**src/rtl/cpu_pkg.sv**
```systemverilog
// Shared CPU definitions: data-memory wait FSM encoding, NOP instruction and default counter width.
package cpu_pkg;
  typedef enum logic [0:0] {RUN = 1'b0, WAIT = 1'b1} state_e;

  localparam logic [31:0] NOP_INSTR = 32'h0000_0013;
  localparam int          DEF_CNT_W = 32;
endpackage

```
**src/rtl/pipe_stall_ctrl_if.sv**
```systemverilog
// Stall-control bundle: hazard unit and branch inputs, data-memory handshake, stage enables, statistics.
interface pipe_stall_ctrl_if
  import cpu_pkg::*;
#(
  parameter int CNT_W = DEF_CNT_W
);
  logic             hz_pcwrite_i;
  logic             hz_stall_i;
  logic             hz_noop_i;
  logic             br_flush_i;
  logic             exmem_memread_i;
  logic             exmem_memwrite_i;
  logic             dmem_ack_i;
  logic             dmem_req_o;
  logic             pc_we_o;
  logic             ifid_we_o;
  logic             ifid_flush_o;
  logic             idex_bubble_o;
  logic             idex_we_o;
  logic             exmem_we_o;
  logic             memwb_we_o;
  logic [CNT_W-1:0] loaduse_cnt_o;
  logic [CNT_W-1:0] memstall_cnt_o;
  logic [CNT_W-1:0] flush_cnt_o;
  logic             mem_err_o;
  logic             proto_err_o;

  // Driven by the CPU top / hazard unit side.
  modport master (
    output hz_pcwrite_i, hz_stall_i, hz_noop_i, br_flush_i,
           exmem_memread_i, exmem_memwrite_i, dmem_ack_i,
    input  dmem_req_o, pc_we_o, ifid_we_o, ifid_flush_o, idex_bubble_o,
           idex_we_o, exmem_we_o, memwb_we_o,
           loaduse_cnt_o, memstall_cnt_o, flush_cnt_o, mem_err_o, proto_err_o
  );

  // Used by the stall controller itself.
  modport slave (
    input  hz_pcwrite_i, hz_stall_i, hz_noop_i, br_flush_i,
           exmem_memread_i, exmem_memwrite_i, dmem_ack_i,
    output dmem_req_o, pc_we_o, ifid_we_o, ifid_flush_o, idex_bubble_o,
           idex_we_o, exmem_we_o, memwb_we_o,
           loaduse_cnt_o, memstall_cnt_o, flush_cnt_o, mem_err_o, proto_err_o
  );
endinterface

```
**src/rtl/pipe_stall_ctrl_sat_counter.sv**
```systemverilog
// Saturating up-counter with synchronous clear; holds at all-ones instead of wrapping.
module sat_counter #(
  parameter int CNT_W = 32
) (
  input  logic             clk_i,
  input  logic             clr_i,
  input  logic             inc_i,
  output logic [CNT_W-1:0] q_o
);
  logic [CNT_W-1:0] cnt_q;
  logic [CNT_W-1:0] cnt_d;

  always_comb begin
    cnt_d = cnt_q;
    if (inc_i && (cnt_q != {CNT_W{1'b1}})) begin
      cnt_d = cnt_q + {{(CNT_W-1){1'b0}}, 1'b1};
    end
  end

  always_ff @(posedge clk_i) begin
    if (clr_i) begin
      cnt_q <= '0;
    end else begin
      cnt_q <= cnt_d;
    end
  end

  assign q_o = cnt_q;
endmodule

```
**src/rtl/pipe_stall_ctrl.sv**
```systemverilog
// Pipeline stall/flush controller: resolves hazard, branch and data-memory wait into stage enables,
// and keeps sticky error flags plus saturating stall statistics.
module pipe_stall_ctrl
  import cpu_pkg::*;
#(
  parameter int CNT_W    = DEF_CNT_W,
  parameter int MAX_WAIT = 255
) (
  input  logic              clk_i,
  input  logic              rst_i,
  pipe_stall_ctrl_if.slave  bus
);
  localparam logic [0:0] ST_RUN  = 1'(RUN);
  localparam logic [0:0] ST_WAIT = 1'(WAIT);
  localparam int         WC_W    = $clog2(MAX_WAIT + 1);
  localparam logic [WC_W-1:0] WC_MAX = WC_W'(MAX_WAIT);
  localparam logic [WC_W-1:0] WC_ONE = WC_W'(1);

  logic [0:0]      state_q, state_d;
  logic [WC_W-1:0] wait_cnt_q, wait_cnt_d;
  logic            mem_err_q, mem_err_d;
  logic            proto_err_q, proto_err_d;

  logic mem_acc;
  logic mem_stall;
  logic rule_mem, rule_ld, rule_br;
  logic hz_incons;

  assign mem_acc   = bus.exmem_memread_i | bus.exmem_memwrite_i;
  // Reset forces the pipeline to run freely, so no stall rule may fire while rst_i is high.
  assign mem_stall = mem_acc & ~bus.dmem_ack_i & ~rst_i;
  assign rule_mem  = mem_stall;
  assign rule_ld   = ~rst_i & ~mem_stall & bus.hz_stall_i;
  assign rule_br   = ~rst_i & ~mem_stall & ~bus.hz_stall_i & bus.br_flush_i;
  assign hz_incons = (bus.hz_pcwrite_i == bus.hz_stall_i) | (bus.hz_noop_i != bus.hz_stall_i);

  always_comb begin
    bus.dmem_req_o    = mem_acc & ~rst_i;
    bus.pc_we_o       = 1'b1;
    bus.ifid_we_o     = 1'b1;
    bus.ifid_flush_o  = 1'b0;
    bus.idex_bubble_o = 1'b0;
    bus.idex_we_o     = 1'b1;
    bus.exmem_we_o    = 1'b1;
    bus.memwb_we_o    = 1'b1;
    if (rule_mem) begin
      bus.pc_we_o    = 1'b0;
      bus.ifid_we_o  = 1'b0;
      bus.idex_we_o  = 1'b0;
      bus.exmem_we_o = 1'b0;
      bus.memwb_we_o = 1'b0;
    end else if (rule_ld) begin
      // A branch seen alongside a load-use stall depends on the load and resolves again next cycle.
      bus.pc_we_o       = bus.hz_pcwrite_i;
      bus.ifid_we_o     = 1'b0;
      bus.idex_bubble_o = bus.hz_noop_i;
    end else if (rule_br) begin
      bus.ifid_flush_o = 1'b1;
    end
  end

  always_comb begin
    state_d     = state_q;
    wait_cnt_d  = wait_cnt_q;
    mem_err_d   = mem_err_q;
    proto_err_d = proto_err_q | hz_incons;
    case (state_q)
      ST_RUN: begin
        if (mem_stall) begin
          state_d    = ST_WAIT;
          wait_cnt_d = WC_ONE;
        end
      end
      ST_WAIT: begin
        if (!mem_acc) begin
          state_d     = ST_RUN;
          wait_cnt_d  = '0;
          proto_err_d = 1'b1;
        end else if (bus.dmem_ack_i) begin
          state_d    = ST_RUN;
          wait_cnt_d = '0;
        end else begin
          // Timeout is only reported; the access keeps waiting for its ack.
          if (wait_cnt_q == WC_MAX) begin
            mem_err_d = 1'b1;
          end else begin
            wait_cnt_d = wait_cnt_q + WC_ONE;
          end
        end
      end
      default: begin
        state_d    = ST_RUN;
        wait_cnt_d = '0;
      end
    endcase
  end

  always_ff @(posedge clk_i) begin
    if (rst_i) begin
      state_q     <= ST_RUN;
      wait_cnt_q  <= '0;
      mem_err_q   <= 1'b0;
      proto_err_q <= 1'b0;
    end else begin
      state_q     <= state_d;
      wait_cnt_q  <= wait_cnt_d;
      mem_err_q   <= mem_err_d;
      proto_err_q <= proto_err_d;
    end
  end

  logic [2:0]       cnt_inc;
  logic [CNT_W-1:0] cnt_val [3];

  assign cnt_inc = {rule_br, rule_mem, rule_ld};

  for (genvar gi = 0; gi < 3; gi++) begin : g_cnt
    sat_counter #(.CNT_W(CNT_W)) u_cnt (
      .clk_i (clk_i),
      .clr_i (rst_i),
      .inc_i (cnt_inc[gi]),
      .q_o   (cnt_val[gi])
    );
  end

  assign bus.loaduse_cnt_o  = cnt_val[0];
  assign bus.memstall_cnt_o = cnt_val[1];
  assign bus.flush_cnt_o    = cnt_val[2];
  assign bus.mem_err_o      = mem_err_q;
  assign bus.proto_err_o    = proto_err_q;
endmodule

```
**src/flat_wrapper.sv**
```systemverilog
// flat-port wrapper written by rule: the top's interface ports become plain ports
module pipe_stall_ctrl_flat import cpu_pkg::*;
#(
  parameter int CNT_W    = DEF_CNT_W,
  parameter int MAX_WAIT = 255
)
  (clk_i, rst_i, bus_hz_pcwrite_i, bus_hz_stall_i, bus_hz_noop_i, bus_br_flush_i, bus_exmem_memread_i, bus_exmem_memwrite_i, bus_dmem_ack_i, bus_dmem_req_o, bus_pc_we_o, bus_ifid_we_o, bus_ifid_flush_o, bus_idex_bubble_o, bus_idex_we_o, bus_exmem_we_o, bus_memwb_we_o, bus_loaduse_cnt_o, bus_memstall_cnt_o, bus_flush_cnt_o, bus_mem_err_o, bus_proto_err_o);
  pipe_stall_ctrl_if #(.CNT_W(CNT_W)) bus_i ();
  input  logic clk_i;
  input  logic rst_i;
  input wire logic [$bits(bus_i.hz_pcwrite_i)-1:0] bus_hz_pcwrite_i;
  input wire logic [$bits(bus_i.hz_stall_i)-1:0] bus_hz_stall_i;
  input wire logic [$bits(bus_i.hz_noop_i)-1:0] bus_hz_noop_i;
  input wire logic [$bits(bus_i.br_flush_i)-1:0] bus_br_flush_i;
  input wire logic [$bits(bus_i.exmem_memread_i)-1:0] bus_exmem_memread_i;
  input wire logic [$bits(bus_i.exmem_memwrite_i)-1:0] bus_exmem_memwrite_i;
  input wire logic [$bits(bus_i.dmem_ack_i)-1:0] bus_dmem_ack_i;
  output wire logic [$bits(bus_i.dmem_req_o)-1:0] bus_dmem_req_o;
  output wire logic [$bits(bus_i.pc_we_o)-1:0] bus_pc_we_o;
  output wire logic [$bits(bus_i.ifid_we_o)-1:0] bus_ifid_we_o;
  output wire logic [$bits(bus_i.ifid_flush_o)-1:0] bus_ifid_flush_o;
  output wire logic [$bits(bus_i.idex_bubble_o)-1:0] bus_idex_bubble_o;
  output wire logic [$bits(bus_i.idex_we_o)-1:0] bus_idex_we_o;
  output wire logic [$bits(bus_i.exmem_we_o)-1:0] bus_exmem_we_o;
  output wire logic [$bits(bus_i.memwb_we_o)-1:0] bus_memwb_we_o;
  output wire logic [$bits(bus_i.loaduse_cnt_o)-1:0] bus_loaduse_cnt_o;
  output wire logic [$bits(bus_i.memstall_cnt_o)-1:0] bus_memstall_cnt_o;
  output wire logic [$bits(bus_i.flush_cnt_o)-1:0] bus_flush_cnt_o;
  output wire logic [$bits(bus_i.mem_err_o)-1:0] bus_mem_err_o;
  output wire logic [$bits(bus_i.proto_err_o)-1:0] bus_proto_err_o;
  assign bus_i.hz_pcwrite_i = bus_hz_pcwrite_i;
  assign bus_i.hz_stall_i = bus_hz_stall_i;
  assign bus_i.hz_noop_i = bus_hz_noop_i;
  assign bus_i.br_flush_i = bus_br_flush_i;
  assign bus_i.exmem_memread_i = bus_exmem_memread_i;
  assign bus_i.exmem_memwrite_i = bus_exmem_memwrite_i;
  assign bus_i.dmem_ack_i = bus_dmem_ack_i;
  assign bus_dmem_req_o = bus_i.dmem_req_o;
  assign bus_pc_we_o = bus_i.pc_we_o;
  assign bus_ifid_we_o = bus_i.ifid_we_o;
  assign bus_ifid_flush_o = bus_i.ifid_flush_o;
  assign bus_idex_bubble_o = bus_i.idex_bubble_o;
  assign bus_idex_we_o = bus_i.idex_we_o;
  assign bus_exmem_we_o = bus_i.exmem_we_o;
  assign bus_memwb_we_o = bus_i.memwb_we_o;
  assign bus_loaduse_cnt_o = bus_i.loaduse_cnt_o;
  assign bus_memstall_cnt_o = bus_i.memstall_cnt_o;
  assign bus_flush_cnt_o = bus_i.flush_cnt_o;
  assign bus_mem_err_o = bus_i.mem_err_o;
  assign bus_proto_err_o = bus_i.proto_err_o;
  pipe_stall_ctrl #(.CNT_W(CNT_W), .MAX_WAIT(MAX_WAIT)) u_core (.clk_i(clk_i), .rst_i(rst_i), .bus(bus_i));
endmodule
```
**config.mk**
```make
export PLATFORM = sky130hd
export DESIGN_NAME = pipe_stall_ctrl_flat
export DESIGN_NICKNAME = d
export VERILOG_FILES = /design/src/rtl/cpu_pkg.sv /design/src/rtl/pipe_stall_ctrl_if.sv /design/src/rtl/pipe_stall_ctrl_sat_counter.sv /design/src/rtl/pipe_stall_ctrl.sv /design/src/flat_wrapper.sv
export SDC_FILE = /design/constraint.sdc
export NUM_CORES = 1
export LEC_CHECK = 0
export ABC_AREA = 0
export CAP_MARGIN = 10
export CELL_PAD_IN_SITES_DETAIL_PLACEMENT = 0
export CELL_PAD_IN_SITES_GLOBAL_PLACEMENT = 2
export CORE_ASPECT_RATIO = 0.75
export CORE_MARGIN = 10
export CORE_UTILIZATION = 27
export DETAILED_ROUTE_END_ITERATION = 12
export PLACE_DENSITY = 0.78
export SYNTH_ARGS = -nofsm -noshare
export SYNTH_HDL_FRONTEND = slang
export SYNTH_SLANG_ARGS = --single-unit
export TNS_END_PERCENT = 50
```
**constraint.sdc**
```tcl
create_clock -name clk_i -period 2.1 [get_ports clk_i]
set_input_delay 0.21 -clock clk_i [delete_from_list [all_inputs] [get_ports clk_i]]
set_output_delay 0.21 -clock clk_i [all_outputs]
set_load 0.005 [all_outputs]
```
======== Yosys cells after proc, flatten, opt, wreduce, memory -nomap -nowiden ========
Cells that the tools add are included.
W data, S select, Z words.
storage, ports and cells
  input port bits ......................... 9
  word-level logic and storage cells ...... 60
  output and inout bits ................... 106
  bits in registers ....................... 107
cells by class
  $add $sub $neg .......................... 4
  bitwise gates (word level) .............. 15
  multiplexer cells ....................... 21
  reduce and logical (&&, ||, !) cells .... 5
  equality and inequality tests ........... 8
operators with widths
  kind                     count
  $add A32 B1 Y32 const B  3
  $ne A32 B32 Y1 const B   3
  $mux W8                  4
  $pmux W8 S2              1
  $mux W1                  15
  $add A8 B1 Y8 const B    1
  $eq A8 B8 Y1 const B     1
  $and A1 B1 Y1            7
  $not A1 Y1               5
  $ne A4 B4 Y1 const B     1
  $reduce_and A4 Y1        1
  $logic_and A1 B1 Y1      3
  $or A1 B1 Y1             3
  $ne A2 B2 Y1 const B     1
  $pmux W1 S2              1
  $reduce_and A2 Y1        1
  $eq A1 B1 Y1             1
  $ne A1 B1 Y1             1

======== Longest topological paths before layout ========
Gate-level depths: netlist (run 1).
  depth in word-level cells ............... 10
  gate-level depth with buffers ........... 8
  mapped depth without buffers ............ 6

======== Modules after synthesis ========
Synthesis (run 1) repeated with hierarchy kept, for this count alone.
second synthesis, totals
  cells, all modules ...................... 676
  area, all modules ....................... 5659.2 µm²
modules (own cells, without submodules)
  module           area each (µm²)  instances  sequential area each (µm²)  cells an instance
  sat_counter      1674.1           3          640.6                       199
  pipe_stall_ctrl  636.9            1          220.2                       79

======== Worst setup path after synthesis (run 1) ========
No wires, ideal clock.
  path type ............................... register -> register
  from .................................... register u_core.g_cnt[0].u_cnt.cnt_q[0]
  to ...................................... register u_core.g_cnt[0].u_cnt.cnt_q[23]
  setup time .............................. 0.073 ns
  stages on the path, launching flop included .. 9
  data arrival time ....................... 2.158 ns
  data required time ...................... 2.027 ns
  path buffers ............................ 2
  period minus slack after synthesis ...... 2.231 ns
  path slack .............................. -0.131 ns
  path through ............................ dfxtp_1 -> ha_1 -> nand4_1 -> or4_4 -> o31ai_4 -> buf_4 -> buf_6 -> nor2_1 -> nor3b_2
on the way
  longest elaborated chain between the ends .. 2
  elaborated cells between the ends (all ways) .. 3
  those cells by class .................... 1 x add/sub; 1 x eq/ne; 1 x reduce/logical
RTL lines
  what                                                     line                               source
  from (decl)                                              pipe_stall_ctrl_sat_counter.sv:10  logic [CNT_W-1:0] cnt_q;
  from (signal assigned)                                   pipe_stall_ctrl_sat_counter.sv:24  cnt_q <= cnt_d;
  branches (longest 2 deep; another with $add A32 B1 Y32)  -
Several ways; the timed one is not identified.
A chain may end at the register's enable or synchronous reset.

======== Worst setup path in the final report (run 1) ========
  from .................................... register u_core.g_cnt[2].u_cnt.cnt_q[6]
  to ...................................... register u_core.g_cnt[2].u_cnt.cnt_q[27]
on the way
  longest elaborated chain between the ends .. 2
  elaborated cells between the ends (all ways) .. 3
  those cells by class .................... 1 x add/sub; 1 x eq/ne; 1 x reduce/logical
RTL lines
  what                                                     line
  from (decl)                                              pipe_stall_ctrl_sat_counter.sv:10
  from (signal assigned)                                   pipe_stall_ctrl_sat_counter.sv:24
  branches (longest 2 deep; another with $add A32 B1 Y32)  -
Several ways; the timed one is not identified.

==> summary.md, run 1 <==
| Metric | Value |
|---|---|
| Status | `complete, no violations` |
| Most frequent cells in the layout | `148 x buf_4, 110 x clkdlybuf4s50_1, 92 x dfxtp_1` |
| Die W | `between 150 and 200 um` |
| Layout area overhead | `55.0%` |
| Min cycle time layout | `between 2000 and 2500 ps` |
| Global Route Usage Sum | `0.142` |
| Crit path launch type | `flop` |
| Switching share of power | `0.227` |
| NetSw | `roughly 0.00094 W` |
| Int Pwr | `0.00322 W` |
| Initial antenna violation count | `1` |
| First-pass iteration count of the detailed router | `4` |
| Largest net degree at the start of global routing | `approximately 60` |
| Worst endpoint data arrival time | `2310 ps` |
| Unrepaired setup endpoints after global routing | `true` |
| Maximum operating frequency | `about 500 MHz` |
| Tot Pwr | `~0.0042 W` |
| NumNets Final | `between 900 and 1000` |
| Synth area leaders | `dfxtp_1 39%, a21oi_1 5.4%, nand4_1 4.0%` |
| Crit path required time | `2380 ps` |
| Htree depth | `3` |
| Ant. Diodes | `0` |
| Period utilisation layout | `0.964` |
| Worst min-delay path class | `in2reg` |
| Num ports | `about 120` |
| Area share of the leading cell type in the synthesized netlist | `0.395` |
| Syn avg cell area | `8.32 um2` |
| Post-synth ARST share | `0` |
| TritonCTS clock tree | `yes` |
| Pwr per Cell Area | `between 400 and 500 nW/um2` |
| Worst Slack Setup Final | `~75 ps` |
| Library cells used by synthesis | `between 60 and 70` |
| Crit-path max FO | `5` |
| DRT Wirelength | `slightly below 20000 um` |
| Share of post-route cells with drive strength above 1 | `0.256` |
| Post-synth EDFFs | `0` |
| Synth Register Bits | `around 110` |
| Place WS | `-507 ps` |
| Maximum vdd drop | `approximately 0.37 mV` |
| Worst path bufs/invs | `0` |
| Yosys warning count | `0` |
| Die ar. | `roughly 26000 um2` |
| Crit-path leading delay family | `simple AND/OR/NAND/NOR gates` |
| Gp weighted congestion | `between 0.8 and 0.9` |
| Clock Skews | `between 6 and 7 ps` |
| Clock-pin slew on the worst setup and hold paths | `around 70 ps` |
| Syn_nets | `665` |
| GRT Residual Overflow | `0` |
| Sequential share of power | `0.492` |
| Pins Over Slew Limit | `0` |
| First-pass GRT wire length | `about 30000 um` |
| Comb power frac | `0.060` |
| Routed via count | `between 6000 and 7000` |
| Largest stage delay on the critical path | `slightly above 500 ps` |
| Die Y | `around 140 um` |
| CTS hold repair buffers | `0` |
| Final setup vio count | `0` |
| DP Wirelength | `14900 um` |
| Starting Density | `0.278` |
| Max-Cap Viols | `0` |
| # rows | `44` |
| ANT nets after route | `0` |
| Relative slew slack | `0.689` |
| Worst slew pin tran | `462 ps` |
| Worst Path Class, Setup | `reg2reg` |
| Mapped Cells | `between 600 and 700` |
| Hold Vio Cnt, Final | `0` |
| Commonest non-fill, non-tap cell in the layout | `buf_4` |
| Crit path max-delay cell type | `or4_1` |
| Area leader, netlist | `dfxtp_1` |
| Core Region | `just under 20000 um2` |
| Nature of the critical path endpoint | `flop` |
| CP cell instances | `nand4_1 -> or3_4 -> a211o_1 -> or4_1 -> a21oi_1` |
| Vias in the first global route | `between 5000 and 6000` |
| Sequential-to-total area share from yosys stat | `0.395` |
| Longest Clk Path Bufs | `2` |
| Avg WL per Cell | `between 15 and 20 um` |
| Mapped Area | `between 5000 and 6000 um2` |
| Via-to-Cell Ratio | `5.21` |
| Root Buffer | `clkbuf_16` |
| Drt first-iter violations | `~280` |
| Leak | `2.98 nW` |
| CTS Sinks | `approximately 110` |
| Clock power frac | `0.448` |
| # DRC | `0` |
| CTS buffer count | `9` |
| IO buf count | `roughly 110` |
| Primary FF master, synth | `dfxtp_1` |
| Worst skew pair latency | `350 ps` |
cells by family after synthesis:
logic type / count (synthesis) / synth area share
and+or+nand+nor: 291 / 0.300
AOI/OAI and AO/OA: 171 / 0.208
DFF: 107 / 0.395
buffers and inverters: 51 / 0.0404
xor gates and xnor gates: 19 / 0.0307
muxes: 9 / 0.0175
adders and majority gates: 4 / 0.00923
synthesized netlist by cell type (7+ instances only):
master,instances
o211ai_1,7
nor2_1,49
nor3_1,18
o21ai_0,33
o31ai_1,17
and3_1,8
xor2_1,10
o41ai_1,7
a21oi_1,59
or4_1,13
o311ai_0,7
inv_1,19
nor4_1,11
nand2_1,49
and4_1,10
a31oi_1,8
clkbuf_1,20
or3_1,35
nand4_1,35
xnor2_1,9
dfxtp_1,107
nand3_1,28
worst reg2reg max path: stages, from the launching register on:
cell and delay (ps):
dfxtp_2 360, nand4_1 200, or3_4 450, a211o_1 280
or4_1 510, a21oi_1 160
metrics by stage:
step / cells / util / setup TNS, ps / hold slack (ps) / instance area [um2]
floorplan: 652 / - / -4.41 / 327 / 5440
global placement: 1133 / 0.402 / -12910 / 468 / 7850
detailed placement: 1133 / 0.402 / -18060 / 483 / 7850
CTS: 1151 / 0.422 / -3.47 / 241 / 8240
global route: 1154 / 0.430 / -313 / 260 / 8410
finish: 1154 / 0.430 / 0 / 262 / 8410
final cells by class:
class | instances | area [um2]
fill | 1897 | 11100
multi-input combinational | 494 | 3230
timing repair buffer | 266 | 2310
sequential | 107 | 2160
tap | 253 | 317
clock buffer | 10 | 239
clock inverter | 5 | 77.6
inverter | 19 | 71.3
registers in the layout, indices dropped and copies added, names as in the netlist:
| register | flops |
|---|---|
| u_core.state_q | 1 |
| u_core.bus.proto_err_o | 1 |
| u_core.wait_cnt_q | 8 |
| u_core.bus.mem_err_o | 1 |
| u_core.g_cnt.u_cnt.q_o | 96 |
path summary, 6_finish.rpt:
kind	start	endpoint	slack, ps	cells past startpoint
worst max register to register	u_core.g_cnt[2].u_cnt.q_o[6]$_SDFFE_PP0P_	u_core.g_cnt[2].u_cnt.q_o[27]$_SDFFE_PP0P_	70	5
worst min-delay path	rst_i	u_core.wait_cnt_q[0]$_SDFFE_PP0P_	260	3
worst max-delay path	u_core.g_cnt[2].u_cnt.q_o[6]$_SDFFE_PP0P_	u_core.g_cnt[2].u_cnt.q_o[27]$_SDFFE_PP0P_	70	5
worst min register to register	u_core.g_cnt[1].u_cnt.q_o[5]$_SDFFE_PP0P_	u_core.g_cnt[1].u_cnt.q_o[5]$_SDFFE_PP0P_	460	1
layer usage:
layer  track usage  vias to the layer above  routed length (um)
li1              -                     2965                   -
met1         0.178                     2897                8890
met2         0.230                      128                9080
met3        0.0431                       24                1120
met4        0.0417                        2                 328
met5             0                        -                  13
repair_timing:
item | 4_1_cts | 5_1_grt
setup endpoints to repair | 34 | 61
buffers inserted | 3 | 3
gates resized for setup | 12 | 42
pin swaps | 1 | 14
power groups by stage:
stage	logic [W]	clock network, W	registers (W)
global route	0.000272	0.00199	0.00205
detailed placement	0.000237	0	0.00209
CTS	0.000248	0.00193	0.00205
floorplan	0.0000995	0	0.00210
global placement	0.000232	0	0.00209
finish	0.000252	0.00187	0.00205
Note: power is estimated with default switching activity, not from simulation.
==> run 2, diff against run 1 <==
--- a/config.mk
+++ b/config.mk
@@ -13,6 +13,7 @@
 export CORE_MARGIN = 10
 export CORE_UTILIZATION = 27
 export DETAILED_ROUTE_END_ITERATION = 12
+export GPL_TIMING_DRIVEN = 0
 export PLACE_DENSITY = 0.78
 export SYNTH_ARGS = -nofsm -noshare
 export SYNTH_HDL_FRONTEND = slang
==> run 2 against run 1 <==
The run now ends with setup timing left; wire length increased by 3.8%; worst hold slack worse by 23 ps; clock-buffer cell count grew 1; highest routed layer is now met4; cell area shrank 0.65%; largest power group unchanged; flip-flop and latch count stayed put; utilization down 0.28 points; global-route usage grew 0.30 points; die area stayed put; critical endpoint is now u_core.g_cnt[0].u_cnt.q_o[3]$_SDFFE_PP0P_; sequential share of layout area is 1.4 points higher; critical path type unchanged; worst setup slack got worse by 130 ps; first-iteration DRC count rose by 52%.
==> summary.md, run 2 (synthesis gave the netlist of run 1 again) <==
| Metric | Value |
|---|---|
| Place WS | `-1910 ps` |
| Share of post-route cells with drive strength above 1 | `0.281` |
| Final setup vio count | `11` |
| Num ports | `roughly 120` |
| Max reg flops | `96` |
| Critical Path Start | `u_core.g_cnt[0].u_cnt.q_o[7]$_SDFFE_PP0P_` |
| Worst slew pin tran | `approximately 800 ps` |
| Relative slew slack | `0.469` |
| Die Y | `about 140 um` |
| Via-to-Cell Ratio | `5.37` |
| CP cell instances | `nand4_1 -> or4_4 -> o31ai_4 -> buf_6 -> buf_12 -> or3_4 -> a21oi_2` |
| Worst hold start | `rst_i` |
| Die ar. | `between 20000 and 30000 um2` |
| Hold Vio Cnt, Final | `0` |
| Failing checks | `setup timing` |
| Vias in the first global route | `about 5300` |
| # rows | `44` |
| Global Route Usage Sum | `0.145` |
| TritonCTS clock tree | `yes` |
| Fin area | `about 8400 um2` |
| Worst skew pair latency | `360 ps` |
| Drt first-iter violations | `422` |
| Core Util, Final | `0.427` |
| Layout area overhead | `54.0%` |
| Die W | `184 um` |
| Nature of the critical path endpoint | `flop` |
| Post-place instance area | `roughly 6900 um2` |
| CTS hold repair buffers | `0` |
| Maximum operating frequency | `between 400 and 500 MHz` |
| Commonest non-fill, non-tap cell in the layout | `clkdlybuf4s50_1` |
| DP Wirelength | `around 14000 um` |
| Largest net degree at the start of global routing | `18` |
| Pwr per Cell Area | `between 400 and 500 nW/um2` |
| Unrepaired setup endpoints after global routing | `true` |
| Htree depth | `3` |
| Clock Skews | `8.85 ps` |
| Routed via count | `5812` |
| Leak | `around 2.7 nW` |
| Min cycle time layout | `2160 ps` |
| GRT Residual Overflow | `0` |
| Crit-path leading delay family | `simple AND/OR/NAND/NOR gates` |
| Gp weighted congestion | `roughly 0.83` |
| Crit path max-delay cell type | `or4_4` |
| Max-Cap Viols | `0` |
| Worst Slack Setup Final | `-57.6 ps` |
| Hold_ws | `between 200 and 250 ps` |
| Core Region | `19500 um2` |
| Worst Path Class, Setup | `reg2reg` |
| CTS Sinks | `107` |
| CTS buffer count | `9` |
| DRT Wirelength | `20200 um` |
| Pins Over Slew Limit | `0` |
| Period utilisation layout | `1.03` |
| # DRC | `0` |
| ANT nets after route | `0` |
| Largest stage delay on the critical path | `just over 600 ps` |
| Worst endpoint data arrival time | `2380 ps` |
| Worst path bufs/invs | `2` |
| Avg WL per Cell | `between 15 and 20 um` |
| Ant. Diodes | `0` |
| Clock-pin slew on the worst setup and hold paths | `roughly 80 ps` |
| Crit path launch type | `flop` |
| Starting Density | `0.278` |
| First-pass iteration count of the detailed router | `5` |
| Root Buffer | `clkbuf_16` |
| Initial antenna violation count | `0` |
| Status | `complete, but fails checks` |
| Crit-path max FO | `6` |
| Maximum vdd drop | `0.295 mV` |
| First-pass GRT wire length | `roughly 30000 um` |
| Longest Clk Path Bufs | `2` |
| Worst min-delay path class | `in2reg` |
| Crit path required time | `roughly 2300 ps` |
| R2r startpoint | `u_core.g_cnt[0].u_cnt.q_o[7]$_SDFFE_PP0P_` |
| IO buf count | `about 110` |
| NumNets Final | `between 800 and 900` |
| Most frequent cells in the layout | `111 x clkdlybuf4s50_1, 54 x dfxtp_1, 53 x buf_4` |
| Tot Pwr | `between 0.004 and 0.005 W` |
run 2: cell count changes in the layout (fill, tap and decap cells not counted), moves of 4 or more:
cell	before	now
nor4_4	2	6
o311ai_4	1	5
clkbuf_1	0	9
o21ai_2	0	4
a21oi_2	2	10
nand3_1	28	24
dfxtp_1	92	54
dfxtp_4	0	22
dfxtp_2	15	31
nor4_1	9	5
clkbuf_8	1	6
buf_4	148	53
a21oi_1	57	49
run 2: stage by stage:
stage | std cells | TNS, ps
3_3_place_gp | 1019 | -111640
4_1_cts | 1051 | -2340
5_1_grt | 1083 | -2140
2_1_floorplan | 652 | -4.41
3_5_place_dp | 1019 | -111470
6_report | 1083 | -317
run 2: layout make-up:
type | instances | area [um2]
fillers | 1891 | 11200
multi-input cells | 494 | 3620
flip-flops and latches | 107 | 2260
inverters | 19 | 71.3
plain buffers | 26 | 195
well taps | 253 | 317
clock inverters | 5 | 60.1
repair buffers | 168 | 1580
clock buffers | 11 | 253
run 2: worst paths after layout:
kind | endpoint | slack, ps | cells past startpoint
hold reg to reg | u_core.g_cnt[1].u_cnt.q_o[5]$_SDFFE_PP0P_ | 450 | 1
setup reg to reg | u_core.g_cnt[0].u_cnt.q_o[3]$_SDFFE_PP0P_ | -60 | 7
hold / removal | u_core.state_q$_SDFF_PP0_ | 240 | 2
setup / recovery | u_core.g_cnt[0].u_cnt.q_o[3]$_SDFFE_PP0P_ | -60 | 7
run 2: what timing repair did:
action	4_1_cts	5_1_grt
hold endpoints to repair	0	0
cloned	0	1
endpoints found under the setup margin	112	83
resized for setup	83	129
setup buffers	19	34
pin swaps	15	43
run 2: per-layer routing:
metal  global-route usage  part of all wire  up-vias  wire [um]
met5                    0                 0        -          0
met4               0.0306            0.0087        0        176
met3               0.0403             0.074       17       1490
met2                0.219              0.45      181       9150
met1                0.201              0.46     2773       9360
li1                     -                 -     2841          -
run 2: worst register-to-register path, cell delays in order, from the launching register on:
cell and delay (ps):
dfxtp_4 400, nand4_1 240, or4_4 620, o31ai_4 290, buf_6 190, buf_12 130, or3_4 120, a21oi_2 40
run 2: power breakdown:
| group | total [W] | switching (W) | leakage, nW | internal (W) |
|---|---|---|---|---|
| Clock | 0.00183 | 0.000835 | 0.152 | 0.000997 |
| Sequential | 0.00202 | 0.0000137 | 0.896 | 0.00201 |
| Combinational | 0.000266 | 0.000159 | 1.66 | 0.000107 |
| Total | 0.00412 | 0.00101 | 2.71 | 0.00311 |
